<file path="src/rtl/dfe_pdm_pkg.sv">
// dfe_pdm_pkg: shared edge-mode and side encodings for the PDM front end
package dfe_pdm_pkg;
    localparam logic [1:0] EDGE_RISE = 2'b00;
    localparam logic [1:0] EDGE_FALL = 2'b01;
    localparam logic [1:0] EDGE_BOTH = 2'b10;
    localparam logic SIDE_L = 1'b0;
    localparam logic SIDE_R = 1'b1;
    // reserved 11 shares the "both" behaviour, hence the bare mode[1] test
    function automatic logic edge_sel(input logic [1:0] mode, input logic is_fall);
        return mode[1] || mode == EDGE_BOTH || mode == (is_fall ? EDGE_FALL : EDGE_RISE);
    endfunction
endpackage

</file>
<file path="src/rtl/pdm_clkgen.sv">
// pdm_clkgen: runtime-divided PDM clock with glitch-free half-period latch and edge pulses
module pdm_clkgen #(
    parameter int DIV_W = 8
) (
    input  logic             clk_i,
    input  logic             clr,
    input  logic [DIV_W-1:0] div_i,
    output logic             pdm_clk,
    output logic             rise,
    output logic             fall,
    output logic [DIV_W-1:0] div_eff
);
    logic [DIV_W-1:0] cnt;
    logic [DIV_W-1:0] div_new;
    logic             tick;
    assign div_new = div_i == '0 ? DIV_W'(1) : div_i;
    assign tick    = cnt == div_eff - DIV_W'(1);
    // half-period length only changes at a toggle, so a new div_i never shortens a pulse
    always_ff @(posedge clk_i) begin
        if (clr) begin
            cnt     <= '0;
            pdm_clk <= 1'b0;
            rise    <= 1'b0;
            fall    <= 1'b0;
            div_eff <= div_new;
        end else begin
            cnt     <= tick ? '0 : cnt + DIV_W'(1);
            pdm_clk <= pdm_clk ^ tick;
            rise    <= tick && !pdm_clk;
            fall    <= tick && pdm_clk;
            div_eff <= tick ? div_new : div_eff;
        end
    end
endmodule

</file>
<file path="src/rtl/pdm_sampler_mc.sv">
// pdm_sampler_mc: multi-channel PDM sampler with delayed capture, valid/ready output and overrun flag
module pdm_sampler_mc
    import dfe_pdm_pkg::*;
#(
    parameter int NUM_CH = 2,
    parameter int DIV_W  = 8,
    parameter int DLY_W  = 4
) (
    input  logic              clk_i,
    input  logic              rst_i,
    input  logic              en_i,
    input  logic [DIV_W-1:0]  div_i,
    input  logic [DLY_W-1:0]  dly_i,
    input  logic [1:0]        edge_mode_i,
    input  logic [NUM_CH-1:0] data_i,
    output logic              pdm_clk_o,
    output logic [NUM_CH-1:0] data_o,
    output logic              side_o,
    output logic              valid_o,
    input  logic              ready_i,
    output logic              ovf_o
);
    localparam int W = DIV_W > DLY_W ? DIV_W : DLY_W;
    logic             clr, rise, fall, ev, pend, side_p, cap, cap_now, cap_side;
    logic [DIV_W-1:0] div_eff;
    logic [DLY_W-1:0] dly_eff, dcnt;
    logic [W-1:0]     dmax, dly_x;
    assign clr = rst_i || !en_i;
    pdm_clkgen #(.DIV_W(DIV_W)) u_clkgen (
        .clk_i   (clk_i),
        .clr     (clr),
        .div_i   (div_i),
        .pdm_clk (pdm_clk_o),
        .rise    (rise),
        .fall    (fall),
        .div_eff (div_eff)
    );
    // delay clamped to the half-period so a capture never overlaps the next edge event
    always_comb begin
        dmax     = W'(div_eff) - W'(1);
        dly_x    = W'(dly_i);
        dly_eff  = DLY_W'(dly_x > dmax ? dmax : dly_x);
        ev       = (rise && edge_sel(edge_mode_i, 1'b0)) || (fall && edge_sel(edge_mode_i, 1'b1));
        cap_now  = ev && dly_eff == '0;
        cap      = cap_now || (pend && dcnt == DLY_W'(1));
        cap_side = cap_now ? (fall ? SIDE_R : SIDE_L) : side_p;
    end
    always_ff @(posedge clk_i) begin
        if (clr) begin
            pend   <= 1'b0;
            dcnt   <= '0;
            side_p <= SIDE_L;
        end else if (ev && !cap_now) begin
            pend   <= 1'b1;
            dcnt   <= dly_eff;
            side_p <= fall ? SIDE_R : SIDE_L;
        end else if (pend) begin
            pend   <= dcnt != DLY_W'(1);
            dcnt   <= dcnt - DLY_W'(1);
        end
    end
    always_ff @(posedge clk_i) begin
        if (clr) begin
            data_o  <= '0;
            side_o  <= SIDE_L;
            valid_o <= 1'b0;
            ovf_o   <= 1'b0;
        end else if (cap && (!valid_o || ready_i)) begin
            data_o  <= data_i;
            side_o  <= cap_side;
            valid_o <= 1'b1;
        end else if (cap) begin
            ovf_o   <= 1'b1;
        end else if (ready_i) begin
            valid_o <= 1'b0;
        end
    end
endmodule

</file>
<file path="config.mk">
export PLATFORM = sky130hd
export DESIGN_NAME = pdm_sampler_mc
export DESIGN_NICKNAME = d
export VERILOG_FILES = /design/src/rtl/dfe_pdm_pkg.sv /design/src/rtl/pdm_clkgen.sv /design/src/rtl/pdm_sampler_mc.sv
export SDC_FILE = /design/constraint.sdc
export NUM_CORES = 1
export LEC_CHECK = 0
export BUFFER_PORTS_ARGS = -buffer_cell sky130_fd_sc_hd__clkbuf_2
export CAP_MARGIN = 10
export CORE_MARGIN = 4
export CORE_UTILIZATION = 55
export DETAILED_ROUTE_END_ITERATION = 16
export PLACE_DENSITY = 0.76
export SLEW_MARGIN = 20
export SYNTH_ARGS = -nofsm -noshare
export SYNTH_HDL_FRONTEND = slang
export SYNTH_HIERARCHICAL = 1
export SYNTH_SLANG_ARGS = --single-unit
export TNS_END_PERCENT = 30
</file>
<file path="constraint.sdc">
create_clock -name clk_i -period 3.77 [get_ports clk_i]
set_clock_uncertainty 0.15 [all_clocks]
set_input_delay 1.131 -clock clk_i [delete_from_list [all_inputs] [get_ports clk_i]]
set_output_delay 1.131 -clock clk_i [all_outputs]
set_load 0.03 [all_outputs]
</file>
Word-level counts from Yosys, hierarchy flattened. Cells that the tools add are included.

Bitwise logic cells: 2. Multiplexer cells: 13. Magnitude comparators: 1. Reduce and logical (&&, ||, !) cells: 28. Add/subtract/negate cells: 3. Equal/unequal tests: 6.

Operators with widths (count): 2-to-1 mux 8 bit (3); 2-to-1 mux 4 bit (3); adder 8 x 1 -> 8 bit, second input constant (1); == test 8 bit (1); > comparator 4 x 8 -> 1 bit (1); logical AND 1 bit (8); zero test 8 bit (1); subtractor 8 x 1 -> 8 bit, second input constant (1); logical OR 1 bit (7); 2-to-1 mux 1 bit (7); nonzero test 2 bit (3); == test 4 x 1 -> 1 bit, second input constant (1); zero test 1 bit (4); zero test 4 bit (1); != test 4 x 1 -> 1 bit, second input constant (1); AND reduction 2 bit (2); subtractor 4 x 1 -> 4 bit, second input constant (1); == test 2 x 1 -> 1 bit, second input constant (1); == test 2 bit, second input constant (1); zero test 2 bit (1); != test 2 x 1 -> 1 bit, second input constant (1); OR reduction 2 bit (1); inverter 1 bit (1); bitwise XOR 1 bit (1).

Register bits after elaboration: 30. Word-level logic and storage cells: 65. Output and inout bits: 6. Input port bits: 20.

Logic depth before layout (Yosys ltp).
Depth after elaboration: 10. Mapped depth: 10. Gate-level depth less buffers: 10.

By module. The synthesis kept the hierarchy.

By module, submodules not included: pdm_clkgen (area an instance 1064.8 sq um, cells an instance 98, instances 1, sequential area each 460.4 sq um); pdm_sampler_mc (area an instance 962.2 sq um, cells an instance 112, instances 1, sequential area each 220.2 sq um).

Worst setup path after synthesis. OpenSTA, ideal clock, no wires.

Path type: input port to flip-flop. Start point: input dly_i[3]. End point: register side_o. Setup slack: 866 ps. Setup time: 123 ps. Stages: 7. Buffers on the path: 0. Data arrival time: 2631 ps. Required time: 3497 ps. Path through: ha_1 -> and4_1 -> nor3_2 -> o31a_4 -> a21boi_4 -> o21ai_2 -> mux2_1.

Longest elaborated chain between the ends: 6. Elaborated cells on any way between the ends: 7. Those cells by class: order compare: 1; mux: 2; reduce/logical: 4.

Ends and longest elaborated chain: start: declaration (RTL line pdm_sampler_mc.sv:13) `input logic [DLY_W-1:0] dly_i,`; > comparator 4 x 8 -> 1 bit (RTL line pdm_sampler_mc.sv:42) `dly_eff = DLY_W'(dly_x > dmax ? dmax : dly_x);`; 2-to-1 mux 4 bit (*) (RTL line pdm_sampler_mc.sv:42); zero test 4 bit (*) (RTL line pdm_sampler_mc.sv:44) `cap_now = ev && dly_eff == '0;`; logical AND 1 bit (*) (RTL line pdm_sampler_mc.sv:44); logical OR 1 bit (RTL line pdm_sampler_mc.sv:45) `cap = cap_now || (pend && dcnt == DLY_W'(1));`; logical AND 1 bit (RTL line pdm_sampler_mc.sv:68) `end else if (cap && (!valid_o || ready_i)) begin`; end signal: assignment (RTL line pdm_sampler_mc.sv:70) `side_o <= cap_side;`; end: declaration (RTL line pdm_sampler_mc.sv:18) `output logic side_o,`.

Every way passes the cells marked *; elsewhere a longest branch is shown, timed or not. A chain may end at the register's enable or synchronous reset.

Final worst setup path.
Start point: register u_clkgen.div_eff[0]. End point: register dcnt[1].

Longest elaborated chain between the ends: 8. Elaborated cells on any way between the ends: 9. Those cells by class: add/sub: 1; order compare: 1; mux: 2; reduce/logical: 5.

Ends and longest elaborated chain: start: declaration (RTL line pdm_clkgen.sv:11) `output logic [DIV_W-1:0] div_eff`; start signal: assignment (RTL line pdm_clkgen.sv:25) `div_eff <= div_new;`; start signal: assignment (RTL line pdm_clkgen.sv:31) `div_eff <= tick ? div_new : div_eff;`; subtractor 8 x 1 -> 8 bit (*) (RTL line pdm_sampler_mc.sv:40) `dmax = W'(div_eff) - W'(1);`; > comparator 4 x 8 -> 1 bit (RTL line pdm_sampler_mc.sv:42); 2-to-1 mux 4 bit (*) (RTL line pdm_sampler_mc.sv:42); zero test 4 bit (RTL line pdm_sampler_mc.sv:44); logical AND 1 bit (RTL line pdm_sampler_mc.sv:44); zero test 1 bit (RTL line pdm_sampler_mc.sv:53) `end else if (ev && !cap_now) begin`; logical AND 1 bit (RTL line pdm_sampler_mc.sv:53); 2-to-1 mux 4 bit or nonzero test 2 bit (tied branches); end signal: assignment (RTL line pdm_sampler_mc.sv:55) `dcnt <= dly_eff;`; end signal: assignment (RTL line pdm_sampler_mc.sv:59) `dcnt <= dcnt - DLY_W'(1);`; end: declaration (RTL line pdm_sampler_mc.sv:26) `logic [DLY_W-1:0] dly_eff, dcnt;`.

Marked as above.

==> results.cfg <==
[global_routing]
grt_usage = 0.184
grt_remaining_overflow = 0
grt_pass1_vias = 1464
grt_max_degree = 23
grt_pass1_wl_mm = 6.45
antenna_found_initial = 0

[routing]
drt_pass1_iterations = 4
vias_per_cell = 5.69
route.vias.total = 1575
drt_iter0_markers = 83
wire_per_inst_microns = 14.1
drc = 0
routed_wl_mm = 3.91
drtAntennaViolNets = 0

[power]
p_leak_nw = 0.814
switching_share = 0.271
combPwrFrac = 0.147
powerDensity_nw_per_um2 = 324
fin_total_pwr_mw = 0.727
switchingPower_mw = 0.197
ir_worst_vdd_uv = 226
power_frac_seq = 0.488
intPower_mw = 0.530
pwr-share-clk = 0.365

[die]
dieArea_sq_um = 4720
die_y_microns = 68.7
design.core.area_sq_um = 3440
ios = 26
die_w_microns = 68.7
start_util = 0.589
std_cell_rows = 21

[place]
dp_hpwl_mm = 2.96
port_buffers = 25
gp_congestion = 0.820
postPlaceCellArea_sq_um = 2150
preCtsSetupSlack_ps = 606
numPlacedInstances = 269

[worst_setup_path]
crit_top_cell = ha_1
crit_chain = inv_2 > ha_1 > xnor2_1 > ha_1 > and4_1 > nor3_2 > o31ai_4 > o31ai_2 > o21ai_0 > a221oi_1
crit_path_end_kind = register
cpPeakStageDelay_ps = 550
start_kind = register
crit_arrival_ps = 3210
cp.required_ps = 3800
worstSetupPathType = reg2reg
cp_max_fo = 8
crit_slowest_cell = edfxtp_1

[timing]
max_freq_mhz = 315
slew-limit-headroom = 0.491
timing.final.hold_violations = 0
hold_ws_ps = 323
tightest_slew_ps = 762
final.setup.tns_ps = 0
drv_slew = 0
setup_viol = 0
post-route-period-util = 0.842
setup_ws_ps = 597
fin_crit_ps = 3170
rsz0062_at_grt = no

[clock_tree]
cts_max_path_buffers = 2
cts_tree = done
clkLatencyLatePin_ps = 280
cts_sinks = 30
cts_hold_buf = 0
path_clk_slew_ps = 60
htree_levels = 2
post_cts.repair.setup_buffers = 0
root_buffer = clkbuf_8
numCtsBuffers = 5
cts_resized = 0

[logic_synthesis]
ys_seq_area_frac = 0.336
synth-edff-count = 8
yosysUniqueCellTypes = 57
synth_xor_area_frac = 0.0864
yosysWarningCount = 6
syn-num-nets = 241
yosys.area_share.simple = 0.201
synthAdderAreaFrac = 0.0679
synth_top_family_by_area = compound AO/OA/AOI/OAI gates
async_flop_share = 0
ys_ff_latch = 30
synth_ff_type = dfxtp_1
synth-compound-area-share = 0.235
synth.cell_area_sq_um = 2030
netlist_instances = 210
post_synth.cell_area_avg_sq_um = 9.65
synthMuxAreaShare = 0.0253

[worst_hold_path]
hold_path_class = reg2reg

[final_layout]
final_nets = 261
final_common_cell = clkbuf_2
syn_to_final_growth_pct = 10.7
diodes = 0
finalNonFillerCells = 277
drive_above_1_share = 0.247
design_area_sq_um = 2240
mostFrequentLayoutCells = clkbuf_2, dfxtp_1, a21oi_1, nand2_1, xnor2_1
fin_util = 0.652

[outcome]
status = completed

[job]
maxCapViolCount = 0
-- path summary, 6_finish.rpt --
path | startpoint | endpoint | slack (ps) | cells past startpoint
worst max-delay path | u_clkgen/div_eff[0] | dcnt[1] | 600 | 10
worst min-delay path | data_o[1] | data_o[1] | 320 | 2
worst max register to register | u_clkgen/div_eff[0] | dcnt[1] | 600 | 10
worst min register to register | data_o[1] | data_o[1] | 320 | 2
-- layout make-up --
type	count	area, sq um
inverters	11	41.3
flip-flops and latches	30	681
clock inverters	1	5.00
fillers	300	1200
repair buffers	25	125
clock buffers	7	86.3
multi-input cells	157	1250
well taps	46	57.6
-- layer usage --
| metal | vias to the layer above | global-route usage | routed length, microns |
|---|---|---|---|
| met4 | 0 | 0.0876 | 75 |
| li1 | 800 | - | - |
| met2 | 19 | 0.299 | 1890 |
| met3 | 8 | 0.0389 | 118 |
| met5 | - | 0 | 0 |
| met1 | 748 | 0.231 | 1830 |
-- sequential cells by signal, summed over array words and instances (netlist names) --
register,flops
side_o,1
ovf_o,1
u_clkgen/cnt,8
u_clkgen/div_eff,8
valid_o,1
u_clkgen/pdm_clk,1
u_clkgen/rise,1
u_clkgen/fall,1
dcnt,4
side_p,1
data_o,2
pend,1
-- power groups by stage --
stage	clock [mW]	sequential (mW)	combinational [mW]
after global placement	0	0.362	0.105
final	0.265	0.355	0.107
after global routing	0.286	0.356	0.118
after floorplan	0	0.357	0.0844
after detailed placement	0	0.362	0.106
after CTS	0.272	0.355	0.107
-- synthesized netlist by cell type, types with 2 or more instances --
| cell type | n | area [sq um] |
|---|---|---|
| nand2_1 | 13 | 48.8 |
| a211oi_2 | 7 | 87.6 |
| xor2_1 | 8 | 70.1 |
| ha_1 | 11 | 138 |
| a21o_1 | 2 | 15.0 |
| xnor2_1 | 12 | 105 |
| o211ai_1 | 2 | 15.0 |
| o21ai_0 | 8 | 40.0 |
| and3_1 | 3 | 18.8 |
| nor4_1 | 2 | 12.5 |
| nor3_2 | 4 | 40.0 |
| dfxtp_1 | 22 | 440 |
| nand3_1 | 9 | 45.0 |
| nor2b_1 | 3 | 18.8 |
| a221oi_1 | 2 | 17.5 |
| clkbuf_1 | 10 | 37.5 |
| nor3_1 | 6 | 30.0 |
| nor2_1 | 10 | 37.5 |
| inv_1 | 10 | 37.5 |
| mux2i_1 | 4 | 40.0 |
| a21oi_1 | 13 | 65.1 |
| edfxtp_1 | 8 | 240 |
| nand2b_1 | 6 | 37.5 |
| a31oi_1 | 2 | 12.5 |
-- critical path, delay by kind of cell (launching register included) --
kind / cells / cell delay, ps
compound gates: 4 / 890
xor+xnor: 1 / 340
buf+inv: 1 / 130
fa+ha+maj: 2 / 610
simple gates: 2 / 410
flops: 1 / 550
-- cell families (layout without fill, tap and decap cells) --
family / Yosys count / count (layout)
DFF: 30 / 30
adders and majority gates: 11 / 11
and+or+nand+nor: 68 / 68
AOI/OAI and AO/OA: 53 / 53
xor gates and xnor gates: 20 / 20
muxes: 5 / 5
buffers and inverters: 23 / 44
Note: power is estimated with default switching activity, not from simulation.
